File: src/rtl/serial_adder_if.sv
// serial_adder_if: operand/result handshake bundle for serial_adder.
//   in_valid/in_ready  : operand handshake (A, B, Cin, and Sub when SERIAL_ADDER_SUB_EN)
//   out_valid/out_ready: result handshake (Sum, Carry)
//   busy               : adder is in SHIFT or DONE
// Modports: master drives operands and consumes results; slave is the adder.
// Macro SERIAL_ADDER_SUB_EN adds the Sub select signal.
interface serial_adder_if #(
  parameter int unsigned WIDTH = 8
);
  logic             in_valid;
  logic             in_ready;
  logic [WIDTH-1:0] A;
  logic [WIDTH-1:0] B;
  logic             Cin;
`ifdef SERIAL_ADDER_SUB_EN
  logic             Sub;
`endif
  logic             out_valid;
  logic             out_ready;
  logic [WIDTH-1:0] Sum;
  logic             Carry;
  logic             busy;

`ifdef SERIAL_ADDER_SUB_EN
  modport master (
    output in_valid, A, B, Cin, Sub, out_ready,
    input  in_ready, out_valid, Sum, Carry, busy
  );
  modport slave (
    input  in_valid, A, B, Cin, Sub, out_ready,
    output in_ready, out_valid, Sum, Carry, busy
  );
`else
  modport master (
    output in_valid, A, B, Cin, out_ready,
    input  in_ready, out_valid, Sum, Carry, busy
  );
  modport slave (
    input  in_valid, A, B, Cin, out_ready,
    output in_ready, out_valid, Sum, Carry, busy
  );
`endif
endinterface

File: src/rtl/serial_adder.sv
// serial_adder: bit-serial WIDTH-bit adder built around one full-adder cell.
// Operands are accepted in IDLE, summed LSB-first one bit per clock in SHIFT with
// the carry held in a flop, and the result is held in DONE until accepted.
//   clk   : clock, rising edge
//   rst_n : asynchronous active-low reset
//   bus   : serial_adder_if.slave (operand and result handshakes, busy)
// Optional feature macro: SERIAL_ADDER_SUB_EN (adds Sub; Sub=1 computes A - B).
module serial_adder #(
  parameter int unsigned WIDTH = 8
) (
  input  logic              clk,
  input  logic              rst_n,
  serial_adder_if.slave     bus
);

  localparam int unsigned CntW = $clog2(WIDTH);
  localparam logic [CntW-1:0] LastCnt = CntW'(WIDTH - 1);

  typedef enum logic [1:0] {StIdle, StShift, StDone} state_e;

  state_e           state_q, state_d;
  logic [WIDTH-1:0] a_q, a_d;
  logic [WIDTH-1:0] b_q, b_d;
  logic [WIDTH-1:0] sum_q, sum_d;
  logic             carry_q, carry_d;
  logic [CntW-1:0]  cnt_q, cnt_d;

  // The single full-adder cell.
  logic fa_sum, fa_cout;
  assign fa_sum  = a_q[0] ^ b_q[0] ^ carry_q;
  assign fa_cout = (a_q[0] & b_q[0]) | (a_q[0] & carry_q) | (b_q[0] & carry_q);

  always_comb begin
    state_d = state_q;
    a_d     = a_q;
    b_d     = b_q;
    sum_d   = sum_q;
    carry_d = carry_q;
    cnt_d   = cnt_q;
    unique case (state_q)
      StIdle: begin
        if (bus.in_valid) begin
          a_d     = bus.A;
          b_d     = bus.B;
          carry_d = bus.Cin;
`ifdef SERIAL_ADDER_SUB_EN
          // Two's complement subtract: A + ~B + 1.
          if (bus.Sub) begin
            b_d     = ~bus.B;
            carry_d = 1'b1;
          end
`endif
          sum_d   = '0;
          cnt_d   = '0;
          state_d = StShift;
        end
      end
      StShift: begin
        // Sum bits enter at the MSB so bit i lands at Sum[i] after WIDTH shifts.
        sum_d   = {fa_sum, sum_q[WIDTH-1:1]};
        a_d     = a_q >> 1;
        b_d     = b_q >> 1;
        carry_d = fa_cout;
        // Hold the counter on the last bit so it never wraps.
        if (cnt_q == LastCnt) begin
          state_d = StDone;
        end else begin
          cnt_d = cnt_q + CntW'(1);
        end
      end
      StDone: begin
        if (bus.out_ready) begin
          state_d = StIdle;
        end
      end
      default: state_d = StIdle;
    endcase
  end

  always_ff @(posedge clk or negedge rst_n) begin
    if (!rst_n) begin
      state_q <= StIdle;
      a_q     <= '0;
      b_q     <= '0;
      sum_q   <= '0;
      carry_q <= 1'b0;
      cnt_q   <= '0;
    end else begin
      state_q <= state_d;
      a_q     <= a_d;
      b_q     <= b_d;
      sum_q   <= sum_d;
      carry_q <= carry_d;
      cnt_q   <= cnt_d;
    end
  end

  assign bus.in_ready  = (state_q == StIdle);
  assign bus.out_valid = (state_q == StDone);
  assign bus.busy      = (state_q != StIdle);
  assign bus.Sum       = sum_q;
  assign bus.Carry     = carry_q;

endmodule

File: src/flat_wrapper.sv
// flat-port wrapper written by rule: the top's interface ports become plain ports
module serial_adder_flat 
#(
  parameter int unsigned WIDTH = 8
)
  (clk, rst_n, bus_in_valid, bus_A, bus_B, bus_Cin, bus_out_ready, bus_in_ready, bus_out_valid, bus_Sum, bus_Carry, bus_busy);
  serial_adder_if #(.WIDTH(WIDTH)) bus_i ();
  input  logic clk;
  input  logic rst_n;
  input wire logic [$bits(bus_i.in_valid)-1:0] bus_in_valid;
  input wire logic [$bits(bus_i.A)-1:0] bus_A;
  input wire logic [$bits(bus_i.B)-1:0] bus_B;
  input wire logic [$bits(bus_i.Cin)-1:0] bus_Cin;
  input wire logic [$bits(bus_i.out_ready)-1:0] bus_out_ready;
  output wire logic [$bits(bus_i.in_ready)-1:0] bus_in_ready;
  output wire logic [$bits(bus_i.out_valid)-1:0] bus_out_valid;
  output wire logic [$bits(bus_i.Sum)-1:0] bus_Sum;
  output wire logic [$bits(bus_i.Carry)-1:0] bus_Carry;
  output wire logic [$bits(bus_i.busy)-1:0] bus_busy;
  assign bus_i.in_valid = bus_in_valid;
  assign bus_i.A = bus_A;
  assign bus_i.B = bus_B;
  assign bus_i.Cin = bus_Cin;
  assign bus_i.out_ready = bus_out_ready;
  assign bus_in_ready = bus_i.in_ready;
  assign bus_out_valid = bus_i.out_valid;
  assign bus_Sum = bus_i.Sum;
  assign bus_Carry = bus_i.Carry;
  assign bus_busy = bus_i.busy;
  serial_adder #(.WIDTH(WIDTH)) u_core (.clk(clk), .rst_n(rst_n), .bus(bus_i));
endmodule
File: config.mk
export PLATFORM = sky130hd
export DESIGN_NAME = serial_adder_flat
export DESIGN_NICKNAME = d
export VERILOG_FILES = /design/src/rtl/serial_adder_if.sv /design/src/rtl/serial_adder.sv /design/src/flat_wrapper.sv
export SDC_FILE = /design/constraint.sdc
export NUM_CORES = 1
export LEC_CHECK = 0
export BUFFER_PORTS_ARGS = -buffer_cell sky130_fd_sc_hd__buf_2
export CAP_MARGIN = 20
export CORE_ASPECT_RATIO = 0.75
export CORE_MARGIN = 2
export CORE_UTILIZATION = 57
export CTS_CLUSTER_DIAMETER = 60
export DETAILED_ROUTE_END_ITERATION = 10
export MAX_ROUTING_LAYER = met4
export PLACE_DENSITY = 0.85
export SYNTH_ARGS = -nofsm -noshare
export SYNTH_HDL_FRONTEND = slang
export SYNTH_SLANG_ARGS = --single-unit
File: constraint.sdc
create_clock -name clk -period 3.7 [get_ports clk]
set_input_delay 0.185 -clock clk [delete_from_list [all_inputs] [get_ports clk]]
set_output_delay 0.185 -clock clk [all_outputs]
set_load 0.01 [all_outputs]
# Word level (Yosys, flattened, before mapping)
# Index checks and enable logic that the tools add are counted.
# op_classes
reduce_logical,6
eq_ne,7
n_addsub,1
bitwise,7
n_mux,15
# op_table
operator,count
one-hot mux 8 bit (2 select lines),3
two-way mux 8 bit,3
two-way mux 2 bit,3
two-way mux 3 bit,2
inequality test 2 bit (second input constant),3
one-hot mux 2 bit (3 select lines),1
one-hot mux 3 bit (2 select lines),1
AND reduction 3 bit,2
nonzero test 2 bit,2
adder 3 x 1 -> 3 bit (second input constant),1
AND 1 bit,3
equality test 3 bit (second input constant),1
equality test 2 x 1 -> 1 bit (second input constant),1
equality test 2 bit (second input constant),1
logical NOT 2 bit,1
inequality test 2 x 1 -> 1 bit (second input constant),1
OR 1 bit,2
one-hot mux 1 bit (2 select lines),1
AND reduction 2 bit,1
XOR 1 bit,2
two-way mux 1 bit,1
# totals
input_bits,21
ff_bits,30
out_inout_bits,12

# Logic depth before layout (Yosys ltp)
# logic_depth
ltp_word,4
depth_mapped,4

# Worst setup path before layout
# Ideal clock, no wire load.
# synth_timing
path_type,reg-to-reg
startpoint,register u_core.cnt_q[0]
endpoint,register u_core.cnt_q[0]
synth_period_minus_slack_ps,1330
setup_time_ps,90
arrival_ps,1240
path_slack_ps,2370
required_ps,3610
path_buffers,0
path_stages_with_launch,5
path_cell_list,dfrtp_1 -> ha_1 -> ha_1 -> or2_2 -> o221ai_1
# synth_via
elab_chain_cells,3
word_cells_on_any_way,6
cone_classes,add/sub: 1; eq/ne: 2; mux: 2; reduce/logical: 1
# synth_lines
item,line_no,source
start: declaration,serial_adder.sv:26,"logic [CntW-1:0] cnt_q, cnt_d;"
start signal: assignment,serial_adder.sv:94,cnt_q <= cnt_d;
adder 3 x 1 -> 3 bit or equality test 3 bit (tied branches),"serial_adder.sv:68, serial_adder.sv:65",
two-way mux 3 bit or inequality test 2 bit (tied branches),-,
one-hot mux 3 bit (2 select lines) or AND reduction 3 bit (tied branches),-,
# Parallel ways exist; a longest one is shown, timed or not. The select of a mux whose other input is x is not followed.
# A chain may end at the register's enable or synchronous reset.

# Worst setup path in the final report
# layout_timing
startpoint,register u_core.state_q[0]
endpoint,output bus_in_ready
# layout_via
elab_chain_cells,1
# layout_lines
item,line_no,source
start: declaration,serial_adder.sv:21,"state_e state_q, state_d;"
start signal: assignment,serial_adder.sv:82,state_q <= StIdle;
start signal: assignment,serial_adder.sv:89,state_q <= state_d;
logical NOT 2 bit,serial_adder.sv:98,assign bus.in_ready = (state_q == StIdle);
end: declaration,flat_wrapper.sv:15,output wire logic [$bits(bus_i.in_ready)-1:0] bus_in_ready;
# Every way passes these cells.

==> results.py <==
metrics = {
    "power": {
        "total_leakage_power_nw": 0.8428,
        "fin_total_pwr_mw": 1.358,
        "vdd_drop_max_v": 0.0004050,
        "powerDensity_nw_per_um2": 810.1,
    },
    "floorplan": {
        "chipWidth_um": 62.44,
        "std_cell_rows": 15,
        "dieArea_sq_um": 2987,
        "floorplan.core_area_sq_um": 2365,
        "initial_utilization_pct": 61.75,
        "dieHeight_um": 47.83,
        "io_pins": 33,
    },
    "timing": {
        "fin_worst_hold_slack_ps": 141.7,
        "worstMarginPinSlew_ps": 654.7,
        "unrepaired_setup_endpoints_after_global_routing": "no",
        "timing.slew.headroom_pct": 56.31,
        "report.final.setup_viol": 0,
        "final.setup.tns_ps": 0,
        "post-route-min-period_ps": 1930,
        "timing.final.max_slew_violations": 0,
        "final.period_utilization_pct": 52.16,
        "final-hold-violation-count": 0,
        "fmax_ghz": 0.5182,
        "fin_ws_ps": 1770,
        "timing.clock.skew_ps": 3.307,
    },
    "synthesis": {
        "syn-mean-instance-area_sq_um": 11.23,
        "yosys.area.top_type": "sky130_fd_sc_hd__dfrtp_1",
        "netlist-cell-type-count": 22,
        "synth_top_area_share_pct": 51.41,
        "ys_seq_elements": 30,
        "synth_nets": 154,
        "synth.cell_area_sq_um": 1460,
        "netlist_instances": 130,
        "synthesis.yosys.warnings": 0,
        "synth_seq_area_share_pct": 51.41,
        "synth_area_leaders": "sky130_fd_sc_hd__dfrtp_1 51%, sky130_fd_sc_hd__a222oi_1 10%, sky130_fd_sc_hd__nor2b_1 6.9%",
    },
    "drt": {
        "wirelength_routed_mm": 2.842,
        "drt-wirelength-per-cell_um": 14.57,
        "route.detailed.vias_per_inst": 5.692,
        "antenna_violating_nets_post_route": 0,
        "drt_first_iter_violations": 120,
        "drcViolationCount": 0,
        "drt_pass1_iterations": 6,
        "via_count": 1110,
    },
    "critical_path": {
        "crit_path_max_incr_delay_ps": 590,
        "cp.buffers_inverters": 1,
        "crit_slowest_cell": "sky130_fd_sc_hd__nor2_2",
        "critPathMaxFanout": 17,
        "nature_of_the_critical_path_startpoint": "flop",
        "r2r-end": "u_core.a_q[2]$_DFFE_PN0P_",
        "worstReg2RegStart": "u_core.state_q[0]$_DFFE_PN0P_",
        "launch_point_of_the_worst_path": "u_core.state_q[0]$_DFFE_PN0P_",
        "reg2regPathDepth": 2,
        "setup.worst_path.end": "bus_in_ready",
        "worst_ep_arrival_time_ps": 1740,
        "worstSetupEndpointType": "output pin",
        "critical_path_required_ps": 3510,
        "cp_top_family": "simple AND/OR/NAND/NOR gates",
        "critical_path_class": "flop to output pin",
        "crit_chain": "nor2_2 > buf_2",
        "timing.critical_path.depth": 2,
        "reg2reg_slack_ps": 2080,
    },
    "cts": {
        "cts_inserted_buffers": 5,
        "cts.clk_slew.worst_paths_ps": 90,
        "cts_tree": "built",
        "clockBufferDepth": 2,
        "tritoncts_num_sinks": 30,
        "clk_root_buffer_cell": "sky130_fd_sc_hd__clkbuf_4",
        "worstSkewPairLatency_ps": 330,
        "htree_levels": 2,
    },
    "run_status": {
        "run_status": "finished, final reports clean",
    },
    "place": {
        "gp_routability_congestion": 0.7876,
        "placedInstanceArea_sq_um": 1588,
        "count_of_input_and_output_buffers": 32,
        "detailedPlace.worstSlack_ps": 2130,
        "dp_hpwl_mm": 1.949,
    },
    "finish": {
        "antenna_cells": 0,
        "post_route_cells_drive_above_1_share_pct": 28.57,
        "area_growth_from_synthesis_to_final_layout_pct": 14.82,
        "num-nets-final": 184,
        "final_instance_area_sq_um": 1677,
    },
    "global_routing": {
        "grt_usage_pct": 21.51,
        "global_route_wire_length_before_repair_mm": 4.560,
        "number_of_antenna_violations_at_the_first_check_in_global_routing": 0,
        "first_global_vias": 989,
        "globalRoute.totalOverflow": 0,
        "grt_start_max_net_pins": 31,
    },
    "min_path": {
        "worstHoldPathType": "input port to flop",
    },
    "flow_run": {
        "drv.max_cap_violation_count": 0,
    },
}
==> layer usage <==
metal	wire length [um]	vias to the layer above	GRT usage (%)
li1	-	528	-
met1	1211	526	24.81
met2	1359	49	35.27
met3	220	7	6.824
met4	51	0	11.11
met5	0	-	-
==> repair_timing <==
| item | 4_1_cts | 5_1_grt |
|---|---|---|
| setup buffers | 0 | 0 |
| endpoints found under the hold margin | 30 | 0 |
| hold buffers | 1 | 0 |
| resized for setup | 0 | 0 |
==> logic make-up (layout without fill, tap and decap cells) <==
kind of cell    count (synthesis)  after routing  share of synthesized area [%]
buf+inv                        33             64                          11.05
compound gates                 32             32                          20.99
simple gates                   32             32                          13.45
flops                          30             30                          51.41
fa+ha+maj                       3              3                          3.085
==> Yosys cell counts, drive strengths merged <==
library cell and count:
dfrtp 30, inv 23, nor2b 17, a222oi 15, a22o 9, buf 8
o221ai 5, nand2 4, nand2b 3, nand3 3, clkbuf 2, ha 2
nand3b 2, or2 2, a21oi 1, fa 1, nor2 1, o21ba 1
o21bai 1
==> worst min-delay path by stage <==
stage                  startpoint                             to  cells after the start
global placement            rst_n  u_core.state_q[0]$_DFFE_PN0P_                      1
detailed placement          rst_n  u_core.state_q[0]$_DFFE_PN0P_                      1
CTS                 bus_out_ready  u_core.state_q[1]$_DFFE_PN0P_                      3
finish              bus_out_ready  u_core.state_q[1]$_DFFE_PN0P_                      3
global route        bus_out_ready  u_core.state_q[1]$_DFFE_PN0P_                      3
floorplan                   rst_n      u_core.a_q[0]$_DFFE_PN0P_                      0
==> worst reg2reg max path, cell delays in order (launching register included) <==
cell	delay [ps]
sky130_fd_sc_hd__dfrtp_1	670
sky130_fd_sc_hd__nor2b_4	580
sky130_fd_sc_hd__a222oi_1	220
==> cell usage in the layout, fill, tap and decap left out, drive strengths merged, types with 2 or more instances in the layout <==
cell    count
o221ai      5
buf        32
ha          2
clkbuf      8
dfrtp      30
nand3       3
nand2       4
nand2b      3
nand3b      2
a222oi     15
or2         2
nor2b      17
inv        23
a22o        9
==> per-stage QoR <==
step	util (%)	std cells
3_3_place_gp	67.14	186
6_report	70.90	195
4_1_cts	70.90	195
2_1_floorplan	-	130
3_5_place_dp	67.14	186
5_1_grt	70.90	195
==> sequential cells by signal, summed over array words and instances, names as in the netlist <==
signal / count
u_core.state_q: 2
u_core.b_q: 8
u_core.cnt_q: 3
u_core.bus.Carry: 1
u_core.bus.Sum: 8
u_core.a_q: 8
==> report_power, final <==
part	switching (mW)	internal (mW)	leakage [nW]
combinational	0.292	0.257	0.435
sequential	0.0969	0.476	0.363
clock	0.107	0.130	0.0446
total	0.496	0.862	0.843
==> cell type report <==
type | instances | area [sq um]
repair buffers | 33 | 170.2
fillers | 189 | 688.2
well taps | 34 | 42.54
inverters | 23 | 86.33
multi-input cells | 67 | 548.0
flip-flops and latches | 30 | 750.7
clock buffers | 8 | 78.83
Power figures use the tool's default switching activity.
